$ cat config.mk
export PLATFORM = sky130hd
export DESIGN_NAME = bram_checker_sp
export DESIGN_NICKNAME = d
export VERILOG_FILES = /design/src/rtl/bram_chk_pkg.sv /design/src/rtl/bram_chk_shadow.sv /design/src/rtl/bram_checker_sp.sv
export SDC_FILE = /design/constraint.sdc
export NUM_CORES = 1
export LEC_CHECK = 0
export CAP_MARGIN = 5
export CELL_PAD_IN_SITES_DETAIL_PLACEMENT = 0
export CELL_PAD_IN_SITES_GLOBAL_PLACEMENT = 1
export CORE_AREA = 2 2 192 194
export DETAILED_ROUTE_END_ITERATION = 7
export DIE_AREA = 0 0 194 196
export PLACE_DENSITY_LB_ADDON = 0.1
export SETUP_SLACK_MARGIN = 0.4
export SYNTH_ARGS = -nofsm -noshare
export SYNTH_HDL_FRONTEND = slang
export SYNTH_SLANG_ARGS = --single-unit
$ cat constraint.sdc
create_clock -name clk -period 2 [get_ports clk]
set_input_delay 0.4 -clock clk [delete_from_list [all_inputs] [get_ports clk]]
set_output_delay 0.4 -clock clk [all_outputs]
set_load 0.01 [all_outputs]
$ cat src/rtl/bram_chk_pkg.sv
`default_nettype none
// ============================================================================
// Module      : bram_chk_pkg
// Description : Shared types and helpers for the single-port BRAM read-data
//               checker: FSM state encoding, lane-width / latency helpers and
//               a saturating counter increment.
// Revision    : 1.0 - initial release
// ============================================================================
package bram_chk_pkg;

    // Checker lifecycle states, explicitly encoded
    typedef enum logic [1:0] {
        ST_IDLE  = 2'd0,
        ST_RUN   = 2'd1,
        ST_DRAIN = 2'd2,
        ST_DONE  = 2'd3
    } chk_state_t;

    // Width of one byte-enable lane
    function automatic int lane_width(input int data_width, input int byteen_width);
        return data_width / byteen_width;
    endfunction

    // Read latency of the BRAM: one extra stage when the output register is present
    function automatic int read_latency(input int output_reg);
        return (output_reg != 0) ? 2 : 1;
    endfunction

    // Increment that sticks at max_val instead of wrapping
    function automatic logic [31:0] sat_inc(input logic [31:0] val, input logic [31:0] max_val);
        return (val >= max_val) ? val : val + 32'd1;
    endfunction

endpackage
`default_nettype wire

$ cat src/rtl/bram_chk_shadow.sv
`default_nettype none
// ============================================================================
// Module      : bram_chk_shadow
// Description : Byte-enabled shadow copy of the BRAM under test. Single shared
//               address, combinational read-first port (read returns the
//               contents before this cycle's write). Cleared to zero on rst.
// Revision    : 1.0 - initial release
// ============================================================================
module bram_chk_shadow
    import bram_chk_pkg::*;
#(
    parameter int DATA_WIDTH   = 16,
    parameter int ADDR_WIDTH   = 4,
    parameter int BYTEEN_WIDTH = 2
) (
    input  logic                    clk,
    input  logic                    rst,
    input  logic                    we,
    input  logic [BYTEEN_WIDTH-1:0] byteen,
    input  logic [ADDR_WIDTH-1:0]   addr,
    input  logic [DATA_WIDTH-1:0]   wdata,
    output logic [DATA_WIDTH-1:0]   rdata
);

    localparam int c_LANE  = lane_width(DATA_WIDTH, BYTEEN_WIDTH);
    localparam int c_DEPTH = 2 ** ADDR_WIDTH;

    logic [DATA_WIDTH-1:0] r_mem [c_DEPTH];

    // Lane-masked write; whole array cleared on reset to mirror the BRAM's zero INIT
    always_ff @(posedge clk) begin
        if (rst) begin
            for (int j = 0; j < c_DEPTH; j++) begin
                r_mem[j] <= '0;
            end
        end else if (we) begin
            for (int l = 0; l < BYTEEN_WIDTH; l++) begin
                if (byteen[l]) begin
                    r_mem[addr][l*c_LANE +: c_LANE] <= wdata[l*c_LANE +: c_LANE];
                end
            end
        end
    end

    // Read sees the pre-write contents because the write above lands at the edge
    assign rdata = r_mem[addr];

endmodule
`default_nettype wire

$ cat src/rtl/bram_checker_sp.sv
`default_nettype none
// ============================================================================
// Module      : bram_checker_sp
// Description : Read-data monitor for the single-port BRAM bench. Snoops the
//               generator's controls, keeps a shadow model, compares every
//               read return and reports counts plus a pass/fail verdict once
//               sim_end is raised and in-flight reads have drained.
//               Optional console reporting: define BRAM_CHK_DISPLAY_EN.
// Revision    : 1.0 - initial release
// ============================================================================
module bram_checker_sp
    import bram_chk_pkg::*;
#(
    parameter int DATA_WIDTH    = 16,
    parameter int ADDR_WIDTH    = 4,
    parameter int BYTEEN_WIDTH  = 2,
    parameter int OUTPUT_REG    = 1,
    parameter int ERR_CNT_WIDTH = 16
) (
    input  logic                     clk,
    input  logic                     rst,
    input  logic                     bram_rst,
    input  logic                     wclke,
    input  logic                     we,
    input  logic                     re,
    input  logic                     addren,
    input  logic [BYTEEN_WIDTH-1:0]  byteen,
    input  logic [ADDR_WIDTH-1:0]    addr,
    input  logic [DATA_WIDTH-1:0]    wdata_a,
    input  logic [DATA_WIDTH-1:0]    rdata_a,
    input  logic                     sim_end,
    output logic                     chk_valid,
    output logic                     chk_err,
    output logic [DATA_WIDTH-1:0]    exp_data,
    output logic [ERR_CNT_WIDTH-1:0] err_cnt,
    output logic [ERR_CNT_WIDTH-1:0] rd_cnt,
    output logic                     done,
    output logic                     pass
);

    localparam int          c_LAT        = read_latency(OUTPUT_REG);
    localparam logic [1:0]  c_DRAIN_LAST = 2'(c_LAT);
    localparam logic [31:0] c_CNT_MAX    = 32'((64'd1 << ERR_CNT_WIDTH) - 64'd1);

    chk_state_t             r_state;
    chk_state_t             w_state_nxt;
    logic [1:0]             r_drain_cnt;
    logic                   w_accept;
    logic                   w_drain_last;
    logic                   w_done;
    logic                   w_pass;

    logic [ADDR_WIDTH-1:0]  r_addr_lat;
    logic [ADDR_WIDTH-1:0]  w_eff_addr;
    logic [DATA_WIDTH-1:0]  w_shadow_rd;

    logic                   r_pipe_vld [c_LAT];
    logic [DATA_WIDTH-1:0]  r_pipe_dat [c_LAT];
    logic                   w_mismatch;

    logic                     r_chk_valid;
    logic                     r_chk_err;
    logic [DATA_WIDTH-1:0]    r_exp_data;
    logic [ERR_CNT_WIDTH-1:0] r_err_cnt;
    logic [ERR_CNT_WIDTH-1:0] r_rd_cnt;

    // Address register as the BRAM sees it: only updates while addren is high
    assign w_eff_addr = addren ? addr : r_addr_lat;

    // Address latch follows addr whenever addren is asserted
    always_ff @(posedge clk) begin
        if (rst) begin
            r_addr_lat <= '0;
        end else if (addren) begin
            r_addr_lat <= addr;
        end
    end

    bram_chk_shadow #(
        .DATA_WIDTH   (DATA_WIDTH),
        .ADDR_WIDTH   (ADDR_WIDTH),
        .BYTEEN_WIDTH (BYTEEN_WIDTH)
    ) u_shadow (
        .clk    (clk),
        .rst    (rst),
        .we     (wclke & we),
        .byteen (byteen),
        .addr   (w_eff_addr),
        .wdata  (wdata_a),
        .rdata  (w_shadow_rd)
    );

    // FSM state register
    always_ff @(posedge clk) begin
        if (rst) begin
            r_state <= ST_IDLE;
        end else begin
            r_state <= w_state_nxt;
        end
    end

    // FSM next-state logic
    always_comb begin
        w_state_nxt = r_state;
        case (r_state)
            ST_IDLE:  w_state_nxt = ST_RUN;
            ST_RUN:   if (sim_end) w_state_nxt = ST_DRAIN;
            ST_DRAIN: if (w_drain_last) w_state_nxt = ST_DONE;
            ST_DONE:  w_state_nxt = ST_DONE;
            default:  w_state_nxt = ST_IDLE;
        endcase
    end

    // FSM outputs: read acceptance window, drain completion and verdict
    always_comb begin
        w_accept     = (r_state == ST_IDLE) || (r_state == ST_RUN);
        w_drain_last = (r_drain_cnt == c_DRAIN_LAST);
        w_done       = (r_state == ST_DONE);
        w_pass       = w_done && (r_err_cnt == '0) && (r_rd_cnt != '0);
    end

    // Drain timer: one extra cycle beyond the latency so the last compare is counted
    always_ff @(posedge clk) begin
        if (rst) begin
            r_drain_cnt <= '0;
        end else if (r_state == ST_DRAIN) begin
            r_drain_cnt <= r_drain_cnt + 2'd1;
        end else begin
            r_drain_cnt <= '0;
        end
    end

    // Expected-data pipeline, aligned to the BRAM read latency
    always_ff @(posedge clk) begin
        if (rst) begin
            for (int i = 0; i < c_LAT; i++) begin
                r_pipe_vld[i] <= 1'b0;
                r_pipe_dat[i] <= '0;
            end
        end else begin
            r_pipe_vld[0] <= re & w_accept;
            r_pipe_dat[0] <= w_shadow_rd;
            for (int i = 1; i < c_LAT; i++) begin
                r_pipe_vld[i] <= r_pipe_vld[i-1];
                r_pipe_dat[i] <= r_pipe_dat[i-1];
            end
            // A reset output register presents zero for the entry it would have held
            if ((OUTPUT_REG != 0) && bram_rst) begin
                r_pipe_dat[c_LAT-1] <= '0;
            end
        end
    end

    assign w_mismatch = (r_pipe_dat[c_LAT-1] != rdata_a);

    // Compare stage: registered verdict per read plus saturating tallies
    always_ff @(posedge clk) begin
        if (rst) begin
            r_chk_valid <= 1'b0;
            r_chk_err   <= 1'b0;
            r_exp_data  <= '0;
            r_err_cnt   <= '0;
            r_rd_cnt    <= '0;
        end else begin
            r_chk_valid <= r_pipe_vld[c_LAT-1];
            r_chk_err   <= r_pipe_vld[c_LAT-1] & w_mismatch;
            if (r_pipe_vld[c_LAT-1]) begin
                r_exp_data <= r_pipe_dat[c_LAT-1];
                r_rd_cnt   <= ERR_CNT_WIDTH'(sat_inc(32'(r_rd_cnt), c_CNT_MAX));
                if (w_mismatch) begin
                    r_err_cnt <= ERR_CNT_WIDTH'(sat_inc(32'(r_err_cnt), c_CNT_MAX));
                end
            end
        end
    end

    assign chk_valid = r_chk_valid;
    assign chk_err   = r_chk_err;
    assign exp_data  = r_exp_data;
    assign err_cnt   = r_err_cnt;
    assign rd_cnt    = r_rd_cnt;
    assign done      = w_done;
    assign pass      = w_pass;

`ifdef BRAM_CHK_DISPLAY_EN
    logic [ADDR_WIDTH-1:0] r_pipe_adr [c_LAT];

    // Address tag travelling alongside each read for mismatch reports
    always_ff @(posedge clk) begin
        if (rst) begin
            for (int i = 0; i < c_LAT; i++) begin
                r_pipe_adr[i] <= '0;
            end
        end else begin
            r_pipe_adr[0] <= w_eff_addr;
            for (int i = 1; i < c_LAT; i++) begin
                r_pipe_adr[i] <= r_pipe_adr[i-1];
            end
        end
    end

    // Console report of each mismatch and of the final verdict
    always_ff @(posedge clk) begin
        if (!rst && r_pipe_vld[c_LAT-1] && w_mismatch) begin
            $display("[%0t] bram_checker_sp: addr %0h expected %h actual %h",
                     $time, r_pipe_adr[c_LAT-1], r_pipe_dat[c_LAT-1], rdata_a);
        end
        if (!rst && (r_state != ST_DONE) && (w_state_nxt == ST_DONE)) begin
            $display("[%0t] bram_checker_sp: reads %0d errors %0d", $time, r_rd_cnt, r_err_cnt);
            if ((r_err_cnt == '0) && (r_rd_cnt != '0)) begin
                $display("[%0t] bram_checker_sp: PASS", $time);
            end else begin
                $display("[%0t] bram_checker_sp: FAIL", $time);
            end
        end
    end
`else
    // Silent build: ports behave identically, nothing is printed
`endif

endmodule
`default_nettype wire

==> run_results.csv <==
group,metric,value,unit
worst_hold_path,hold_end,"r_drain_cnt[0]",
placement,dp_hpwl,27.3,mm
worst_setup_path,critPathKind,"reg -> out",
layout,fin_util,60.9,%
logic_synthesis,yosysWarnings,0,
logic_synthesis,syn_nets,1377,
floorplan,die_w,194,um
cts,cts_hold_buf,0,
sta,rsz0062_at_grt,"true",
floorplan,core_area,36100,um2
routing,routedWlPerCell,19.7,um
logic_synthesis,avgSynthCellArea,11.8,um2
worst_hold_path,hp-class,"reg -> reg",
outcome,run_status,"complete, but fails checks",
routing,first_iter_violations,637,
worst_setup_path,reg2reg_from,"r_addr_lat[0]",
layout,ff_latch_area,9600,um2
sta,hold_viol,0,
floorplan,io_pins,98,
layout,drive_gt1_share,45.2,%
sta,setup-violations-final,1,
power_and_ir_drop,leakagePower,8.40,nW
worst_setup_path,cp.required,1.60,ns
global_route,grt_start_max_net_pins,41,
placement,gp_congestion,0.851,
cts,clkSinkCount,348,
placement,io_buffers,97,
floorplan,rows,70,
routing,post-route-drc-count,0,
layout,final_common_cell,"edfxtp_1",
logic_synthesis,netlist_instances,1326,
layout,n_antenna_cell,0,
sta,fmaxAchievable,0.386,GHz
worst_setup_path,reg2reg_to,"r_pipe_dat[0][10]",
logic_synthesis,synth_area,15600,um2
sta,whs,0.419,ns
cts,root_buffer,"clkbuf_16",
routing,postRouteAntennaNets,0,
global_route,grt_use_total,21.9,%
sta,finalCriticalPeriod,2.59,ns
worst_setup_path,reg2reg_depth,6,
global_route,grt-ovfl-total,0,
logic_synthesis,seq_area_frac_synth,60.9,%
worst_setup_path,start_kind,"register",
sta,slew-limit-headroom,62.0,%
logic_synthesis,async_flop_share,0,%
worst_hold_path,whs_path_depth,1,
floorplan,chipHeight,196,um
sta,finalMaxSlewViolations,0,
cts,cts_tree,"done",
global_route,antenna_found_initial,0,
cts,htree_levels,2,
floorplan,initial_core_util,43.3,%
worst_hold_path,min_from,"r_drain_cnt[0]",
worst_setup_path,timing.reg2reg.setup_slack,0.16,ns
layout,most-common-layout-cells,"edfxtp_1 (256), and2_4 (190), nand2_1 (142)",
cts,clk_pin_slew_worst_paths,0.06,ns
routing,vias_per_cell,5.15,
layout,area_growth,40.6,%
routing,firstDrtPassIters,4,
outcome,violations,"negative setup slack",
sta,worstMarginPinSlew,0.562,ns
sta,fin_skew,0.0119,ns
floorplan,dieArea,38000,um2
layout,finalNetCount,1644,
layout,finalInstanceArea,22000,um2
routing,totalWireLength,41.1,mm
cts,cts-buffers-inserted,39,
power_and_ir_drop,pwr_density_cell,777,nW/um2
logic_synthesis,synth_cell_type_count,53,
worst_setup_path,startpoint,"err_cnt[5]",
layout,nFillCells,2867,
worst_setup_path,arrival,2.19,ns
cts,clkLatencyLatePin,0.53,ns
routing,vias,10800,
global_route,grt_pass1_wl,64.3,mm
logic_synthesis,synth_edf_count,256,
sta,min_period_over_period,130,%
placement,place_area,18600,um2
power_and_ir_drop,power,17.1,mW
power_and_ir_drop,ir_worst_vdd,602,uV
worst_setup_path,endpoint_kind,"primary output",
flow_run,drv_cap,0,
logic_synthesis,synth_seq_cells,348,
worst_setup_path,cp_max_fo,2,
layout,multi_input_area,7300,um2
placement,post-place-ws,-0.722,ns
global_route,grt_pass1_vias,10700,
logic_synthesis,ys.flop_type,"edfxtp_1",
cts,clockBufferDepth,3,
sta,layout_setup_ws,-0.592,ns
==> how the worst max path moves through the flow <==
| stage | endpoint | slack, ns | depth (start not counted) |
|---|---|---|---|
| after detailed placement | r_pipe_dat[0][10] | -0.72 | 7 |
| final | pass | -0.59 | 6 |
| after floorplan | u_shadow.r_mem[9][10] | 0.05 | 8 |
| after global placement | r_pipe_dat[0][10] | -0.71 | 7 |
| after CTS | pass | -0.64 | 6 |
| after global routing | pass | -0.69 | 6 |
==> synthesized netlist by cell type, types with 18 or more instances <==
library cell / number / share of area (%)
edfxtp_1: 256 / 49
xnor2_1: 27 / 1.5
nand2_1: 148 / 3.6
mux4_2: 32 / 4.6
a21oi_1: 23 / 0.74
buf_2: 19 / 0.61
and2_1: 275 / 11
nor2_1: 91 / 2.2
mux2i_1: 18 / 1.2
dfxtp_1: 92 / 12
clkbuf_1: 45 / 1.1
nand3_1: 99 / 3.2
or2_2: 32 / 1.3
==> repair_timing <==
action / CTS / global route
buffers inserted: 49 / 20
gates cloned: 7 / 2
endpoints found under the setup margin: 605 / 519
gates resized for setup: 399 / 194
pin swaps: 95 / 77
==> sequential cells by signal (all words and copies together) (netlist names) <==
signal	count
u_shadow.r_mem	256
r_pipe_dat	32
err_cnt	16
exp_data	16
rd_cnt	16
r_addr_lat	4
r_drain_cnt	2
r_pipe_vld	2
r_state	2
chk_err	1
chk_valid	1
==> final cells by class <==
class | count | share of cell area, %
Timing Repair Buffer | 295 | 14.2
Clock buffer | 57 | 5.26
Multi-Input combinational cell | 899 | 33.2
Tap cell | 468 | 2.66
Inverter | 10 | 0.188
Clock inverter | 14 | 0.831
Sequential cell | 348 | 43.7
==> critical path, stage by stage (launching register included) <==
cell	delay, ns
dfxtp_2	0.33
nor4_4	0.26
buf_4	0.14
nand4_1	0.09
or4b_4	0.55
a31oi_4	0.17
buf_6	0.12
==> metal layers <==
layer / vias to the layer above / global-route usage (%) / part of all wire, %
met5: - / 0 / 0
met4: 0 / 4.85 / 1.7
met3: 49 / 3.18 / 5.1
met2: 268 / 34.4 / 46
met1: 5234 / 32.3 / 47
li1: 5219 / - / -
==> power breakdown <==
group / leakage [nW] / internal, mW / total (mW) / switching (mW)
combinational: 4.32 / 0.742 / 1.63 / 0.885
sequential: 3.43 / 7.97 / 8.08 / 0.110
clock: 0.651 / 4.53 / 7.38 / 2.84
total: 8.40 / 13.2 / 17.1 / 3.84
==> cells by family (layout without fill, tap and decap cells) <==
family	count (synthesis)	in the layout	synth area share, %
AND/OR/NAND/NOR	720	721	24.5
flip-flops	348	348	60.9
buffers and inverters	80	376	2.34
AO/OA/AOI/OAI	78	78	3.22
multiplexers	67	67	7.02
XOR/XNOR	28	28	1.57
adder cells (fa/ha/maj)	5	5	0.400
==> through the flow <==
step                TNS, ns  cells
floorplan                 0   1326
global placement    -192.12   1942
detailed placement  -199.88   1942
CTS                  -0.644   2069
global route         -0.688   2091
finish               -0.592   2091
No activity file was read; power rests on OpenSTA's default activity.
